### src/rtl/fsm_dosificador_n.sv
// ---------------------------------------------------------------------------
// fsm_dosificador_n
//
// Purpose:
//   Colour-loading sequencer for N_CH motor channels. It waits for a complete
//   set of colour readings and an operator confirm. It then drives one motor
//   at a time, starting with the highest enabled channel. Each motor runs
//   until its dosing sensor reports done. Channels disabled in the mask are
//   skipped. A per-channel timeout moves the machine to an error state, and
//   abort cancels a running sequence. With N_CH=3 and mask 3'b111 the order
//   is R(2) -> Y(1) -> B(0), as in the original 3-motor sequencer.
//
// Parameters:
//   N_CH     number of motor channels (>= 1)
//   TO_W     width of the per-channel timeout counter
//   TIMEOUT  cycles allowed per channel before error (1 .. 2**TO_W-1)
//
// Ports:
//   clk        in   system clock, rising edge
//   reset      in   asynchronous reset, active low
//   data_full  in   colour readings complete (level)
//   enter      in   operator confirm / error acknowledge (level)
//   abort      in   cancel the loading sequence
//   ch_en      in   channel enable mask, captured when a sequence starts
//   flags      in   per-channel done flags from the dosing sensors
//   motores    out  one-hot motor drive, bit k = channel k
//   cur_ch     out  index of the active channel, 0 when not loading
//   busy       out  high while a motor is loading
//   done       out  one-cycle pulse when a sequence finishes normally
//   error      out  high while in the timeout error state
// ---------------------------------------------------------------------------
module fsm_dosificador_n #(
  parameter int N_CH    = 3,
  parameter int TO_W    = 16,
  parameter int TIMEOUT = 50000,
  localparam int CH_W   = (N_CH > 1) ? $clog2(N_CH) : 1
) (
  input  logic              clk,
  input  logic              reset,
  input  logic              data_full,
  input  logic              enter,
  input  logic              abort,
  input  logic [N_CH-1:0]   ch_en,
  input  logic [N_CH-1:0]   flags,
  output logic [N_CH-1:0]   motores,
  output logic [CH_W-1:0]   cur_ch,
  output logic              busy,
  output logic              done,
  output logic              error
);

  // State encoding. Unused codes fall back to LECTURA.
  localparam logic [2:0] LECTURA = 3'd0;
  localparam logic [2:0] ESPERA  = 3'd1;
  localparam logic [2:0] CARGA   = 3'd2;
  localparam logic [2:0] FIN     = 3'd3;
  localparam logic [2:0] ERROR   = 3'd4;

  // The last counter value allowed while a channel runs without its flag.
  // The counter starts at 0 on entry, so a channel gets exactly TIMEOUT
  // cycles in CARGA before the move to ERROR.
  localparam logic [TO_W-1:0] TO_LAST = TO_W'(TIMEOUT - 1);

  logic [2:0]       state;
  logic [2:0]       state_nxt;
  logic [N_CH-1:0]  mask;
  logic [N_CH-1:0]  mask_nxt;
  logic [CH_W-1:0]  ch;
  logic [CH_W-1:0]  ch_nxt;
  logic [TO_W-1:0]  cnt;
  logic [TO_W-1:0]  cnt_nxt;

  logic [CH_W-1:0]  start_ch;
  logic [CH_W-1:0]  lower_ch;
  logic             lower_ok;

  // Find the channel that starts a sequence: the highest bit set in ch_en.
  // The loop runs upward, so the last match is the highest index. The result
  // is only used when ch_en is non-zero.
  always_comb begin
    start_ch = '0;
    for (int i = 0; i < N_CH; i++) begin
      if (ch_en[i]) begin
        start_ch = CH_W'(i);
      end
    end
  end

  // Find the next enabled channel below the active one in the captured mask.
  // This makes a hop from one channel to the next skip disabled channels in
  // a single step, so disabled channels get zero cycles. lower_ok is low when
  // the active channel is the last enabled channel.
  always_comb begin
    lower_ch = '0;
    lower_ok = 1'b0;
    for (int i = 0; i < N_CH; i++) begin
      if (mask[i] && (CH_W'(i) < ch)) begin
        lower_ch = CH_W'(i);
        lower_ok = 1'b1;
      end
    end
  end

  // Next-state logic. In CARGA, abort has priority over the active channel's
  // done flag, and the flag has priority over the timeout. A flag and a
  // timeout in the same cycle therefore finish the channel normally. Flags of
  // channels that are not active are not examined, and data_full is not used
  // once loading has started. The counter clears on every entry into CARGA,
  // including a hop from one channel to the next.
  always_comb begin
    state_nxt = state;
    mask_nxt  = mask;
    ch_nxt    = ch;
    cnt_nxt   = cnt;
    case (state)
      LECTURA: begin
        if (data_full) begin
          state_nxt = ESPERA;
        end
      end
      ESPERA: begin
        if (!data_full) begin
          state_nxt = LECTURA;
        end else if (enter) begin
          mask_nxt = ch_en;
          cnt_nxt  = '0;
          if (ch_en == '0) begin
            state_nxt = FIN;
          end else begin
            state_nxt = CARGA;
            ch_nxt    = start_ch;
          end
        end
      end
      CARGA: begin
        if (abort) begin
          state_nxt = LECTURA;
          cnt_nxt   = '0;
        end else if (flags[ch]) begin
          cnt_nxt = '0;
          if (lower_ok) begin
            state_nxt = CARGA;
            ch_nxt    = lower_ch;
          end else begin
            state_nxt = FIN;
          end
        end else if (cnt == TO_LAST) begin
          state_nxt = ERROR;
          cnt_nxt   = '0;
        end else begin
          cnt_nxt = cnt + TO_W'(1);
        end
      end
      FIN: begin
        state_nxt = LECTURA;
      end
      ERROR: begin
        if (enter || abort) begin
          state_nxt = LECTURA;
        end
      end
      default: begin
        state_nxt = LECTURA;
      end
    endcase
  end

  // State registers. An asynchronous reset clears every register at once, so
  // no state survives reset and the decoded outputs fall to zero without
  // waiting for a clock edge.
  always_ff @(posedge clk or negedge reset) begin
    if (!reset) begin
      state <= LECTURA;
      mask  <= '0;
      ch    <= '0;
      cnt   <= '0;
    end else begin
      state <= state_nxt;
      mask  <= mask_nxt;
      ch    <= ch_nxt;
      cnt   <= cnt_nxt;
    end
  end

  // Moore output decode. Outputs depend only on the registered state and
  // channel. The motor vector sets at most the single bit of the active
  // channel, and only while in CARGA, so it is always one-hot or zero.
  always_comb begin
    motores = '0;
    cur_ch  = '0;
    if (state == CARGA) begin
      motores[ch] = 1'b1;
      cur_ch      = ch;
    end
  end

  assign busy  = (state == CARGA);
  assign done  = (state == FIN);
  assign error = (state == ERROR);

endmodule

### config.mk
export PLATFORM = sky130hd
export DESIGN_NAME = fsm_dosificador_n
export DESIGN_NICKNAME = d
export VERILOG_FILES = /design/src/rtl/fsm_dosificador_n.sv
export SDC_FILE = /design/constraint.sdc
export NUM_CORES = 1
export LEC_CHECK = 0
export CAP_MARGIN = 10
export CELL_PAD_IN_SITES_DETAIL_PLACEMENT = 0
export CELL_PAD_IN_SITES_GLOBAL_PLACEMENT = 1
export CORE_MARGIN = 2
export CORE_UTILIZATION = 44
export DETAILED_ROUTE_END_ITERATION = 12
export PLACE_DENSITY_LB_ADDON = 0.1
export SLEW_MARGIN = 20
export SYNTH_ARGS = -nofsm -noshare
export SYNTH_HDL_FRONTEND = slang
export SYNTH_SLANG_ARGS = --single-unit
### constraint.sdc
create_clock -name clk -period 3.93 [get_ports clk]
set_clock_uncertainty 0.15 [all_clocks]
set_input_delay 0.786 -clock clk [delete_from_list [all_inputs] [get_ports clk]]
set_output_delay 0.786 -clock clk [all_outputs]
set_load 0.05 [all_outputs]
## After elaboration in Yosys (flattened, before gate mapping)

Cells that the tools add are included.

| storage, ports and cells | value |
|---|---|
| register bits | 24 |
| input bits | 11 |
| output and inout bits | 8 |
| logic and storage cells | 73 |

| operators by class | value |
|---|---|
| add/subtract/negate cells | 1 |
| order comparisons | 5 |
| equality and inequality tests | 15 |
| multiplexer cells | 36 |
| reductions and logical operators | 12 |

Operators by type and width:

| operator | number |
|---|---|
| two-way mux 16 bit | 5 |
| case mux 16 bit (2 select lines) | 1 |
| two-way mux 3 bit | 8 |
| two-way mux 2 bit | 9 |
| adder 16 x 1 -> 16 bit (second input constant) | 1 |
| == test 16 bit (second input constant) | 1 |
| case mux 3 bit (4 select lines) | 1 |
| inequality test 2 bit (second input constant) | 5 |
| two-way mux 1 bit | 9 |
| AND reduction 7 bit | 1 |
| == test 3 x 2 -> 1 bit (second input constant) | 2 |
| zero test 3 bit | 2 |
| inequality test 2 x 1 -> 1 bit (second input constant) | 3 |
| AND reduction 3 bit | 2 |
| logical AND 1 bit | 4 |
| < comparator 1 x 2 -> 1 bit (first input constant) | 2 |
| inequality test 4 x 2 -> 1 bit (second input constant) | 1 |
| case mux 2 bit (2 select lines) | 1 |
| AND reduction 4 bit | 1 |
| == test 3 x 1 -> 1 bit (second input constant) | 1 |
| == test 3 bit (second input constant) | 1 |
| < comparator 2 x 3 -> 1 bit (second input constant) | 1 |
| inequality test 3 bit (second input constant) | 1 |
| binary-select mux 1 bit (select 2 bit) | 1 |
| 5 further kinds | 5 |

## Longest topological paths before layout

| depth | value |
|---|---|
| depth in word-level cells | 9 |
| depth in mapped cells | 7 |
| gate-level depth less buffers | 6 |

## Worst setup path after synthesis

Ideal clock, no wire load.

| path | value |
|---|---|
| kind | reg-to-output |
| from | register state[0] |
| to | output port motores[0] |
| arrival | 2222 ps |
| path slack | 772 ps |
| cell stages (with the launch flop) | 4 |
| path buffers | 1 |
| cells stage by stage | dfrtp_1 -> clkbuf_1 -> nand2b_1 -> nor4_1 |

| on the way | value |
|---|---|
| word-level cells in the longest chain between the ends | 2 |

RTL lines:

| element | RTL line | text |
|---|---|---|
| start: declaration | 64 | `logic [2:0] state;` |
| start signal: assignment | 178 | `state <= state_nxt;` |
| == test 3 x 2 -> 1 bit | 191 | `if (state == CARGA) begin` |
| two-way mux 3 bit | 191 |  |
| end: declaration | 45 | `output logic [N_CH-1:0] motores,` |

No other way between the ends.

## Final worst setup path

| path | value |
|---|---|
| from | register state[0] |
| to | output port motores[2] |

Same word-level chain as after synthesis.

==> results.md <==
- The run finished with clean final reports.
- The data required time at the worst endpoint is 2.99 ns.
- After routing, the total negative slack on setup checks comes to 0 ns.
- The synthesized flop and latch total is 24.
- The number of buffer cells added on primary ports is 18.
- The cell count after synthesis came out at 157.
- In this run the tightest slew margin relative to its limit is 0.549.
- The per-cell routed wire length is ~14 um.
- The count of routing violations after the opening detailed-route iteration is 66.
- The net count reported at finish is 186.
- The final routed wirelength across all metal layers is 3120 um.
- In this run, synthesis inferred 0 flip-flops with an integrated enable.
- In this run the number of H-tree levels came out at 1.
- The count of nets left with antenna violations once routing finished came out at 0.
- Compared with the post-synthesis result, the final layout area differs by 16.6%.
- Setup repair after global routing left no endpoint under its margin.
- The initial antenna violation count came to 0.
- The die height is roughly 61 um.
- TritonCTS built the clock tree.
- The placed standard-cell area is 1650 um2.
- In this run the post-CTS setup repair buffer count came out at 0.
- The first-pass GRT wire length is 5220 um.
- The routed design could run at a clock period as short as 3.25 ns.
- The most used standard cell by instance count after synthesis is sky130_fd_sc_hd__dfrtp_1.
- VDD sags by at most 270 uV.
- The synthesized area divided by synthesized cell count is 9.19 um2.
- Based on the critical path, the design can be clocked at up to 0.308 GHz.
- After filler insertion, the fill cell instance count of the layout stands at 284.
- In the finished design, the share of the clock period the worst path needs comes to 0.827.
- The worst-case clock buffer depth is 2.
- Clock-pin slew was measured on the worst setup and hold paths at around 0.13 ns.
- The largest total area in the synthesized netlist belongs to sky130_fd_sc_hd__dfrtp_1.
- Max-cap violations in this run came to 0.
- The endpoint class of the critical path is an output pin.
- The number of clock buffers added by TritonCTS is 3.
- The largest net degree at the start of global routing is 25.
- The most used flip-flop cell after synthesis is sky130_fd_sc_hd__dfrtp_1.
- The HPWL after detailed placement is 2310 um.
- The share of synthesized area in the top cell type comes to 0.416.
- The starting density of the core is 0.469.
- The count of clock tree sinks is 24.
- In this run, post-CTS repair resized a total of 0 instances.
- The number of unique standard cell types used by synthesis is 39.
- The number of antenna diodes in the final layout is 0.
- The first TritonRoute pass finished after 4 iterations.
- Final hold analysis gives a worst-case slack of 0.280 ns.
- The cell area that synthesis handed to floorplanning was 1440 um2.
- The cell leakage power is 0.716 nW.
- After synthesis, the most frequently instantiated cells are sky130_fd_sc_hd__dfrtp_1 (24), sky130_fd_sc_hd__o21ai_0 (13), sky130_fd_sc_hd__nor2_1 (12).
- Along the worst path, the maximum fanout reaches 11.
- Summing all non-filler instances in the final layout gives an area of roughly 1700 um2.
- Of the synthesized area, sequential elements account for 0.416.
- The Yosys step of the flow raised 0 warnings.
- At the worst endpoint, the arrival time is 2.31 ns.
- The final weighted congestion in routability-driven placement is 0.816.
- Setup violations remaining at the end of the flow were counted as 0.
- From left edge to right edge, the die measures approximately 61 um.
- The clock insertion delay at the later pin of the skew report is ~0.31 ns.
- The root cell of the clock tree is sky130_fd_sc_hd__clkbuf_4.
- The vias per cell is 5.80.
- Power spread over the standard cell area amounts to 475 nW/um2.
- The final number of max-transition violations is 0.
- The tightest min-delay check is of the primary input to async pin type.
- In this run the standard cell core region covers 3080 um2.
- The kind of start point of the critical path is a flop.
- The end-of-flow core utilization is 0.546.
- The fraction of final layout cells sized beyond drive strength 1 is 0.0925.
- For this run the aggregate overflow at the end of global routing stands at 0.
- The die covers roughly 3800 um2.
- The actual transition at the worst max-transition pin is slightly below 0.7 ns.
- The overall global routing resource usage is 0.189.
- In this run the count of I/O pins placed on the die edge is 19.
- The via count of the routed design is 1258.
- The class of the most critical setup path is flop to output pin.
- The number of global-route vias before repair is 1123.
- Ranked by total cell area, the synthesized netlist is headed by sky130_fd_sc_hd__dfrtp_1 (42%), sky130_fd_sc_hd__o21ai_0 (4.5%), sky130_fd_sc_hd__a31oi_1 (3.9%).
- The number of buffers inserted by hold repair at cts is 0.
- The total DRC errors in the routed layout is 0.
- The number of placement rows is 20.
- The post-synth net total is 169.
- For this run, asynchronously set or reset flops after synthesis account for 1.00.
- The hold violation total from the final report is 0.
## worst max-delay path: stages (launching register included)
cell and delay (ns):
sky130_fd_sc_hd__dfrtp_1 0.50, sky130_fd_sc_hd__nand2b_1 0.27, sky130_fd_sc_hd__nor2_1 0.24, sky130_fd_sc_hd__and3_1 0.19, sky130_fd_sc_hd__clkdlybuf4s50_1 0.79
## routing by layer
metal	up-vias	share of wire	routed length [um]	global-route usage
li1	636	-	-	-
met1	595	0.53	1660	0.288
met2	25	0.42	1330	0.271
met3	2	0.035	109	0.0441
met4	0	0.0080	25	0.0466
met5	-	0	0	0
## where the power goes
part | internal [W] | switching (W)
clock | 0.0000566 | 0.0000744
combinational | 0.000132 | 0.000178
sequential | 0.000290 | 0.0000684
## final cells by class
| class | count | area [um2] | share of cell area |
|---|---|---|---|
| clock buffers | 4 | 36.3 | 0.0216 |
| inverters | 6 | 22.5 | 0.0134 |
| multi-input cells | 120 | 785 | 0.467 |
| flip-flops and latches | 24 | 601 | 0.357 |
| well taps | 44 | 55.1 | 0.0327 |
| repair buffers | 19 | 183 | 0.109 |
## cell families after synthesis
group / synth area share
adders and majority gates: 0.00867
and+or+nand+nor: 0.270
AOI/OAI and AO/OA: 0.220
muxes: 0.0451
buffers and inverters: 0.0399
DFF: 0.416
## registers in the layout, indices dropped and copies added (netlist names)
| register | count |
|---|---|
| ch | 2 |
| state | 3 |
| mask | 3 |
| cnt | 16 |
## metrics by stage
stage          instances  setup WS (ns)  power (W)
3_3_place_gp         213          0.997   0.000671
4_1_cts              217          0.667   0.000804
5_1_grt              217          0.510   0.000854
6_report             217          0.682   0.000799
2_1_floorplan        157          0.772   0.000586
3_5_place_dp         213          0.907   0.000673
## worst paths after layout
| path | slack (ns) | cells after the start | start | endpoint |
|---|---|---|---|---|
| setup reg to reg | 1.50 | 6 | cnt[11] | cnt[12] |
| min in group clk | 0.39 | 1 | cnt[14] | cnt[14] |
| hold / removal | 0.28 | 1 | reset | state[2] |
| hold reg to reg | 0.39 | 1 | cnt[14] | cnt[14] |
| max in group asynchronous | 3.00 | 1 | reset | ch[0] |
| setup / recovery | 0.68 | 4 | state[0] | motores[2] |
## cells in the final DEF (no fill, tap or decap), types with 4 or more instances in the layout
master / netlist / final
sky130_fd_sc_hd__a21o_1: 5 / 5
sky130_fd_sc_hd__a21oi_1: 8 / 8
sky130_fd_sc_hd__mux2_2: 4 / 4
sky130_fd_sc_hd__nand4_1: 5 / 5
sky130_fd_sc_hd__a22o_1: 5 / 5
sky130_fd_sc_hd__o21ai_0: 13 / 13
sky130_fd_sc_hd__nand3_1: 6 / 6
sky130_fd_sc_hd__inv_1: 6 / 6
sky130_fd_sc_hd__dfrtp_1: 24 / 24
sky130_fd_sc_hd__nor2_1: 12 / 12
sky130_fd_sc_hd__nor3_1: 4 / 4
sky130_fd_sc_hd__nand2_1: 11 / 11
sky130_fd_sc_hd__clkdlybuf4s50_1: 0 / 17
sky130_fd_sc_hd__a31oi_1: 9 / 9
No activity file was read; power rests on OpenSTA's default activity.
